$ cat config.mk
export PLATFORM = sky130hd
export DESIGN_NAME = hilo_muldiv_ctrl
export DESIGN_NICKNAME = d
export VERILOG_FILES = /design/src/rtl/hilo_muldiv_ctrl.sv
export SDC_FILE = /design/constraint.sdc
export NUM_CORES = 1
export LEC_CHECK = 0
export ABC_AREA = 1
export CAP_MARGIN = 0
export CORE_MARGIN = 1.5
export CORE_UTILIZATION = 45
export CTS_CLUSTER_DIAMETER = 100
export DETAILED_ROUTE_END_ITERATION = 7
export PLACE_DENSITY_LB_ADDON = 0.12
export SLEW_MARGIN = 20
export SYNTH_ARGS = -nofsm -noshare
export SYNTH_HDL_FRONTEND = slang
export SYNTH_SLANG_ARGS = --single-unit
$ cat constraint.sdc
create_clock -name clk -period 7.85 [get_ports clk]
set_input_delay 0.785 -clock clk [delete_from_list [all_inputs] [get_ports clk]]
set_output_delay 0.785 -clock clk [all_outputs]
set_load 0.03 [all_outputs]
$ cat src/rtl/hilo_muldiv_ctrl.sv
// HI/LO owner for MULT/MULTU/DIV/DIVU: iterative shift-add multiplier and restoring divider.
// Optional macro HILO_FAST_MUL_EN replaces the iterative multiply with a single-cycle product.
module hilo_muldiv_ctrl #(
    parameter int W     = 32,
    parameter int CNT_W = 6
) (
    input  logic         clk,
    input  logic         reset,
    input  logic         start,
    input  logic [2:0]   op,
    input  logic [W-1:0] in1,
    input  logic [W-1:0] in2,
    input  logic         flush,
    input  logic         rd_hilo,
    output logic         busy,
    output logic         stall,
    output logic         done,
    output logic [W-1:0] hi,
    output logic [W-1:0] lo
);

    typedef enum logic [1:0] {IDLE, CALC, FIN} state_t;

    localparam logic [2:0] OP_MULT  = 3'd0;
    localparam logic [2:0] OP_MULTU = 3'd1;
    localparam logic [2:0] OP_DIV   = 3'd2;
    localparam logic [2:0] OP_DIVU  = 3'd3;
    localparam logic [2:0] OP_MTHI  = 3'd4;
    localparam logic [2:0] OP_MTLO  = 3'd5;

    state_t             state_q, state_d;
    logic [CNT_W-1:0]   cnt_q, cnt_d;
    logic [W-1:0]       acc_hi_q, acc_hi_d;
    logic [W-1:0]       acc_lo_q, acc_lo_d;
    logic [W-1:0]       opnd_q, opnd_d;
    logic               is_div_q, is_div_d;
    logic               neg_lo_q, neg_lo_d;
    logic               neg_hi_q, neg_hi_d;
    logic [W-1:0]       hi_q, hi_d;
    logic [W-1:0]       lo_q, lo_d;
    logic               done_q, done_d;

    logic               op_signed, sign1, sign2;
    logic [W-1:0]       abs1, abs2;
    logic [W:0]         add_sum, shifted, diff;
    logic               quo_bit;
    logic [2*W-1:0]     prod_fix;
`ifdef HILO_FAST_MUL_EN
    logic [2*W-1:0]     fast_prod;
`endif

    always_comb begin
        op_signed = (op == OP_MULT) || (op == OP_DIV);
        sign1     = op_signed & in1[W-1];
        sign2     = op_signed & in2[W-1];
        abs1      = sign1 ? -in1 : in1;
        abs2      = sign2 ? -in2 : in2;
`ifdef HILO_FAST_MUL_EN
        fast_prod = {{W{1'b0}}, abs1} * {{W{1'b0}}, abs2};
`endif

        add_sum  = {1'b0, acc_hi_q} + (acc_lo_q[0] ? {1'b0, opnd_q} : '0);
        // Remainder stays below the divisor, so the borrow bit alone decides the quotient bit.
        shifted  = {acc_hi_q, acc_lo_q[W-1]};
        diff     = shifted - {1'b0, opnd_q};
        quo_bit  = ~diff[W];
        prod_fix = neg_lo_q ? -{acc_hi_q, acc_lo_q} : {acc_hi_q, acc_lo_q};

        state_d  = state_q;
        cnt_d    = cnt_q;
        acc_hi_d = acc_hi_q;
        acc_lo_d = acc_lo_q;
        opnd_d   = opnd_q;
        is_div_d = is_div_q;
        neg_lo_d = neg_lo_q;
        neg_hi_d = neg_hi_q;
        hi_d     = hi_q;
        lo_d     = lo_q;
        done_d   = 1'b0;

        case (state_q)
            IDLE: begin
                if (start && !flush) begin
                    case (op)
                        OP_MULT, OP_MULTU: begin
                            is_div_d = 1'b0;
                            neg_lo_d = sign1 ^ sign2;
                            neg_hi_d = 1'b0;
`ifdef HILO_FAST_MUL_EN
                            {acc_hi_d, acc_lo_d} = fast_prod;
                            state_d  = FIN;
`else
                            acc_hi_d = '0;
                            acc_lo_d = abs2;
                            opnd_d   = abs1;
                            cnt_d    = CNT_W'(W);
                            state_d  = CALC;
`endif
                        end
                        OP_DIV, OP_DIVU: begin
                            is_div_d = 1'b1;
                            if (in2 == '0) begin
                                acc_hi_d = in1;
                                acc_lo_d = '1;
                                neg_lo_d = 1'b0;
                                neg_hi_d = 1'b0;
                                state_d  = FIN;
                            end else begin
                                acc_hi_d = '0;
                                acc_lo_d = abs1;
                                opnd_d   = abs2;
                                neg_lo_d = sign1 ^ sign2;
                                neg_hi_d = sign1;
                                cnt_d    = CNT_W'(W);
                                state_d  = CALC;
                            end
                        end
                        OP_MTHI: hi_d = in1;
                        OP_MTLO: lo_d = in1;
                        default: ;
                    endcase
                end
            end
            CALC: begin
                if (flush) begin
                    state_d = IDLE;
                end else begin
                    if (is_div_q) begin
                        acc_hi_d = quo_bit ? diff[W-1:0] : shifted[W-1:0];
                        acc_lo_d = {acc_lo_q[W-2:0], quo_bit};
                    end else begin
                        acc_hi_d = add_sum[W:1];
                        acc_lo_d = {add_sum[0], acc_lo_q[W-1:1]};
                    end
                    cnt_d = cnt_q - CNT_W'(1);
                    if (cnt_q == CNT_W'(1)) begin
                        state_d = FIN;
                    end
                end
            end
            FIN: begin
                state_d = IDLE;
                if (!flush) begin
                    done_d = 1'b1;
                    if (is_div_q) begin
                        hi_d = neg_hi_q ? -acc_hi_q : acc_hi_q;
                        lo_d = neg_lo_q ? -acc_lo_q : acc_lo_q;
                    end else begin
                        {hi_d, lo_d} = prod_fix;
                    end
                end
            end
            default: state_d = IDLE;
        endcase
    end

    always_ff @(posedge clk) begin
        if (reset) begin
            state_q  <= IDLE;
            cnt_q    <= '0;
            acc_hi_q <= '0;
            acc_lo_q <= '0;
            opnd_q   <= '0;
            is_div_q <= 1'b0;
            neg_lo_q <= 1'b0;
            neg_hi_q <= 1'b0;
            hi_q     <= '0;
            lo_q     <= '0;
            done_q   <= 1'b0;
        end else begin
            state_q  <= state_d;
            cnt_q    <= cnt_d;
            acc_hi_q <= acc_hi_d;
            acc_lo_q <= acc_lo_d;
            opnd_q   <= opnd_d;
            is_div_q <= is_div_d;
            neg_lo_q <= neg_lo_d;
            neg_hi_q <= neg_hi_d;
            hi_q     <= hi_d;
            lo_q     <= lo_d;
            done_q   <= done_d;
        end
    end

    assign busy  = (state_q != IDLE);
    assign stall = busy & (start | rd_hilo);
    assign done  = done_q;
    assign hi    = hi_q;
    assign lo    = lo_q;

endmodule

Word-level counts from Yosys, hierarchy flattened
Index checks and enable logic that the tools add are counted.
{"block": "word_totals", "ff_bits": 172, "output_inout_bits": 67}
{"block": "classes", "n_bitwise": 7, "eq_ne": 17, "muxes": 48, "addsub": 8, "reduce_logical": 20}
{"op": "32-bit two-way mux", "count": 23}
{"op": "32-bit case mux with 2 select lines", "count": 7}
{"op": "32-bit negation", "count": 4}
{"op": "64-bit two-way mux", "count": 1}
{"op": "64-bit negation", "count": 1}
{"op": "32-bit by 32-bit adder with 33-bit output", "count": 1}
{"op": "33-bit by 32-bit subtractor with 33-bit output", "count": 1}
{"op": "32-bit zero test", "count": 1}
{"op": "6-bit case mux with 2 select lines", "count": 2}
{"op": "6-bit two-way mux", "count": 3}
{"op": "4-bit AND reduction", "count": 4}
{"op": "2-bit two-way mux", "count": 4}
{"op": "2-bit inequality test, second input constant", "count": 4}
{"op": "2-bit case mux with 2 select lines", "count": 2}
{"op": "2-bit nonzero test", "count": 4}
{"op": "3-bit by 2-bit equality test with 1-bit output, second input constant", "count": 2}
{"op": "3-bit equality test, second input constant", "count": 2}
{"op": "6-bit by 1-bit equality test with 1-bit output, second input constant", "count": 1}
{"op": "3-bit inequality test, second input constant", "count": 2}
{"op": "1-bit case mux with 2 select lines", "count": 3}
{"op": "3-bit AND reduction", "count": 2}
{"op": "2-bit OR reduction", "count": 3}
{"op": "6-bit by 1-bit subtractor with 6-bit output, second input constant", "count": 1}
{"op": "5-bit AND reduction", "count": 1}
{"op": "15 further kinds", "count": 21}

Longest topological paths before layout
{"block": "depth", "depth_word": 8, "ltp_mapped": 21}

Least setup slack after synthesis
No wires, ideal clock.
{"block": "synth_path", "path_kind": "input port to flip-flop", "start": "input port in2[0]", "end": "register opnd_q[16]", "path_stages": 16, "slack_ns": 5.376, "t_arrival_ns": 2.357, "setup_ns": 0.116, "cell_sequence": "inv_1 -> ha_1 -> inv_2 -> nor3_4 -> inv_2 -> nor2_4 -> nand3_2 -> inv_2 -> nand2_4 -> nor2_8 -> nand3_4 -> nand2_2 -> inv_2 -> buf_2 -> o211ai_1 -> inv_1"}
{"block": "synth_between", "elab_chain_cells": 4, "word_cells_on_any_way": 7, "cone_classes": "1 x add/sub; 1 x eq/ne; 3 x mux; 2 x reduce/logical"}
{"element": "start: declaration", "line_no": "12", "source": "input logic [W-1:0] in2,"}
{"element": "32-bit negation", "line_no": "57", "source": "abs2 = sign2 ? -in2 : in2;"}
{"element": "32-bit two-way mux", "line_no": "57"}
{"element": "32-bit two-way mux", "line_no": "102", "source": "if (in2 == '0) begin"}
{"element": "32-bit case mux with 2 select lines", "line_no": "84", "source": "case (op)"}
{"element": "end signal: assignment", "line_no": "175", "source": "opnd_q <= opnd_d;"}
{"element": "end: declaration", "line_no": "35", "source": "logic [W-1:0] opnd_q, opnd_d;"}
Several ways; a longest one is shown, not always the timed one. The select of a mux whose other input is x is not followed.
A chain may end at the register's enable or synchronous reset.

Worst setup path in the final report
{"block": "layout_path", "start": "input port op[2]", "end": "register opnd_q[1]"}
{"block": "layout_between", "elab_chain_cells": 6, "word_cells_on_any_way": 16, "cone_classes": "4 x eq/ne; 4 x mux; 2 x bitwise; 6 x reduce/logical"}
{"element": "start: declaration", "line_no": "10", "source": "input logic [2:0] op,"}
{"element": "3-bit by 2-bit equality test with 1-bit output / 3-bit zero test (equally long branches)", "line_no": "53, 84"}
{"element": "1-bit logical OR", "line_no": "53", "source": "op_signed = (op == OP_MULT) || (op == OP_DIV);"}
{"element": "1-bit AND", "line_no": "55", "source": "sign2 = op_signed & in2[W-1];"}
{"element": "32-bit two-way mux", "line_no": "57"}
{"element": "32-bit two-way mux", "line_no": "102"}
{"element": "32-bit case mux with 2 select lines", "line_no": "84"}
Several ways; a longest one is shown, not always the timed one. The select of a mux whose other input is x is not followed.

==> impl_metrics.yaml <==
cells_and_area:
  antenna_cells: 0
  stdcell_area_um2: 20500
  layout-drive-gt1-share: 0.0310
  area.growth.synth_to_final_pct: 12.2
  nets: 3513
floorplan:
  fp.dieArea_um2: 41900
  die_height_um: 205
  chipWidth_um: 205
  initial_core_util: 0.458
  fp.coreArea_um2: 39900
  rows: 73
  pin_count: 139
sta:
  drv_slew: 0
  hold_viol: 0
  fmax_mhz: 254
  setup_violations: 0
  period_minus_slack_ns: 3.93
  tns_ns: 0
  rsz0062_at_grt: "false"
  fin_crit_sh: 0.501
  worst_pin_slew_ns: 1.12
  slew_headroom: 0.256
  worst_clock_skew_ns: 0.0204
pwr:
  p_leak_nw: 9.77
  worst_ir_drop_vdd_uv: 155
  power_density_nw_per_um2: 145
critical_path:
  slowest_delay_ns: 0.65
  critPathArrivalTime_ns: 4.38
  critPathBufInv: 4
  r2r-start: "acc_hi_q[0]"
  crit_path_start: "op[2]"
  crit_chain: "clkdlybuf4s50_1, inv_2, nand2_2, buf_4, o22ai_4, nand2_1, inv_1, o21ai_0, nand2_1, o21ai_0, o21ai_0, a21oi_1"
  cp_top_family: "buffers and inverters"
  path_class: "input pin to flip-flop"
  cp_slowest_cell: "clkdlybuf4s50_1"
  cp.required_ns: 8.29
  cp_max_fo: 58
  end_kind: "flip-flop"
  cp_common_cell: "o21ai_0"
  start_kind: "input pin"
synth:
  netlist_instances: 3326
  ys_ff_latch: 172
  netlist_area_um2: 18300
  synth_warnings: 0
  yosysTopAreaCell: "dfxtp_1"
  synth_top_area_share: 0.188
  ys_seq_area_frac: 0.188
  ys_top_cells_by_count: "nand2_1 (898), inv_1 (421), nor2_1 (400)"
  synth_edf_count: 0
  yosysMostFrequentCell: "nand2_1"
  synth_area_leaders: "dfxtp_1 (19%), nand2_1 (18%), inv_1 (8.6%), nand3_1 (8.3%), nor2_1 (8.2%)"
  synth_cell_types: 51
  synthFlopType: "dfxtp_1"
  syn_avg_cell_area_um2: 5.50
  syn_nets: 3470
  synth_async_sr_flop_share: 0
clock_network:
  cts_hold_buf: 0
  cts_setup_buffers: 0
  clk_pin_slew_ns: 0.08
  cts_buffer_depth: 2
  clock_latency_ns: 0.52
  ctsResizeCount: 0
  cts_root_buffer: "clkbuf_16"
  htree_num_levels: 4
  numClockSinks: 172
  cts_buffers: 17
  cts_tree: "yes"
route:
  wire_per_inst_um: 23.4
  routed_wl_mm: 91.3
  drt-pass1-iter-count: 8
  remaining_drc_errors: 6
  avgViaCountPerCell: 6.00
  vias: 23400
  drtIter0Drc: 3298
  final_antenna_net_count: 0
global_route:
  gr-total-overflow: 0
  grt_pass1_vias: 21200
  track_usage: 0.432
  grt_max_degree: 111
  grt_antenna_before_repair: 0
  grt_pass1_wl_mm: 133
place:
  dpl.hpwl_mm: 71.6
  port_buffers: 138
  place_congestion: 1.12
  dpl_cell_area_um2: 19900
outcome:
  violations: "DRC"
  status: "complete, but fails checks"
min_path:
  hp-start: "neg_hi_q"
  worstHoldPathType: "flip-flop to flip-flop"
job:
  maxCapViolCount: 0
==> logic make-up (layout without fill, tap and decap cells) <==
| kind of cell | Yosys count | after routing | synth area share |
|---|---|---|---|
| adders and majority gates | 72 | 72 | 0.0501 |
| and+or+nand+nor | 1733 | 1733 | 0.397 |
| buffers and inverters | 575 | 631 | 0.122 |
| DFF | 172 | 172 | 0.188 |
| AOI/OAI and AO/OA | 684 | 684 | 0.199 |
| xor gates and xnor gates | 90 | 90 | 0.0431 |
==> through the flow <==
stage	hold WS [ns]	std cells	power [mW]	worst slack (ns)	util
finish	0.498	3907	2.97	3.92	0.514
global placement	0.465	3875	2.02	3.64	0.500
global route	0.537	3907	3.10	3.71	0.514
CTS	0.493	3907	2.93	4.06	0.514
floorplan	0.445	3326	1.65	5.38	-
detailed placement	0.481	3875	2.03	3.54	0.500
==> layer usage <==
| layer | vias up | global-route usage | routed length (um) |
|---|---|---|---|
| met2 | 1516 | 0.653 | 38800 |
| met1 | 10800 | 0.564 | 36300 |
| met3 | 260 | 0.0959 | 10500 |
| met4 | 0 | 0.246 | 5740 |
| met5 | - | 0 | 0 |
| li1 | 10900 | - | - |
==> tightest hold or removal path: cells and delay by family (launching register included) <==
kind | cells | cell delay (ns)
DFF | 1 | 0.34
and+or+nand+nor | 1 | 0.07
AOI/OAI and AO/OA | 1 | 0.05
==> area by class of cell <==
cell class              instances  area, um2
well taps                     525        657
repair buffers                161       1550
clock buffers                  19        443
fillers                      4369      19400
clock inverters                13        146
inverters                     438       1650
multi-input cells            2579      12600
flip-flops and latches        172       3450
==> sequential cells by signal, indices dropped and copies added, names as in the netlist, 2 cells and up <==
register,flops
acc_hi_q,32
acc_lo_q,32
hi,32
lo,32
opnd_q,32
cnt_q,6
state_q,2
==> power by group <==
part | internal, mW | switching, mW | leakage (nW)
Combinational | 0.314 | 0.771 | 8.09
Sequential | 0.911 | 0.0635 | 1.40
Clock | 0.457 | 0.456 | 0.280
==> worst paths after layout <==
kind	endpoint	slack, ns	cells past startpoint
worst min-delay path	neg_hi_q	0.50	2
worst min register to register	neg_hi_q	0.50	2
worst max-delay path	opnd_q[1]	3.92	12
worst max register to register	acc_hi_q[17]	4.04	16
==> cell usage in the layout, fill, tap and decap left out, drive strengths merged, types with 4 or more instances in the layout <==
cell	instances
clkinv	9
buf	23
nand2	907
nand4	41
a31oi	37
xnor2	14
dfxtp	172
or2	8
inv	438
a21o	8
a21oi	286
o211ai	29
nand3	306
o21ai	301
nor3	38
nor2	409
clkdlybuf4s50	138
o21bai	10
and2	4
nand3b	7
clkbuf	19
xor2	76
nor4	9
ha	70
Note: power is estimated with default switching activity, not from simulation.
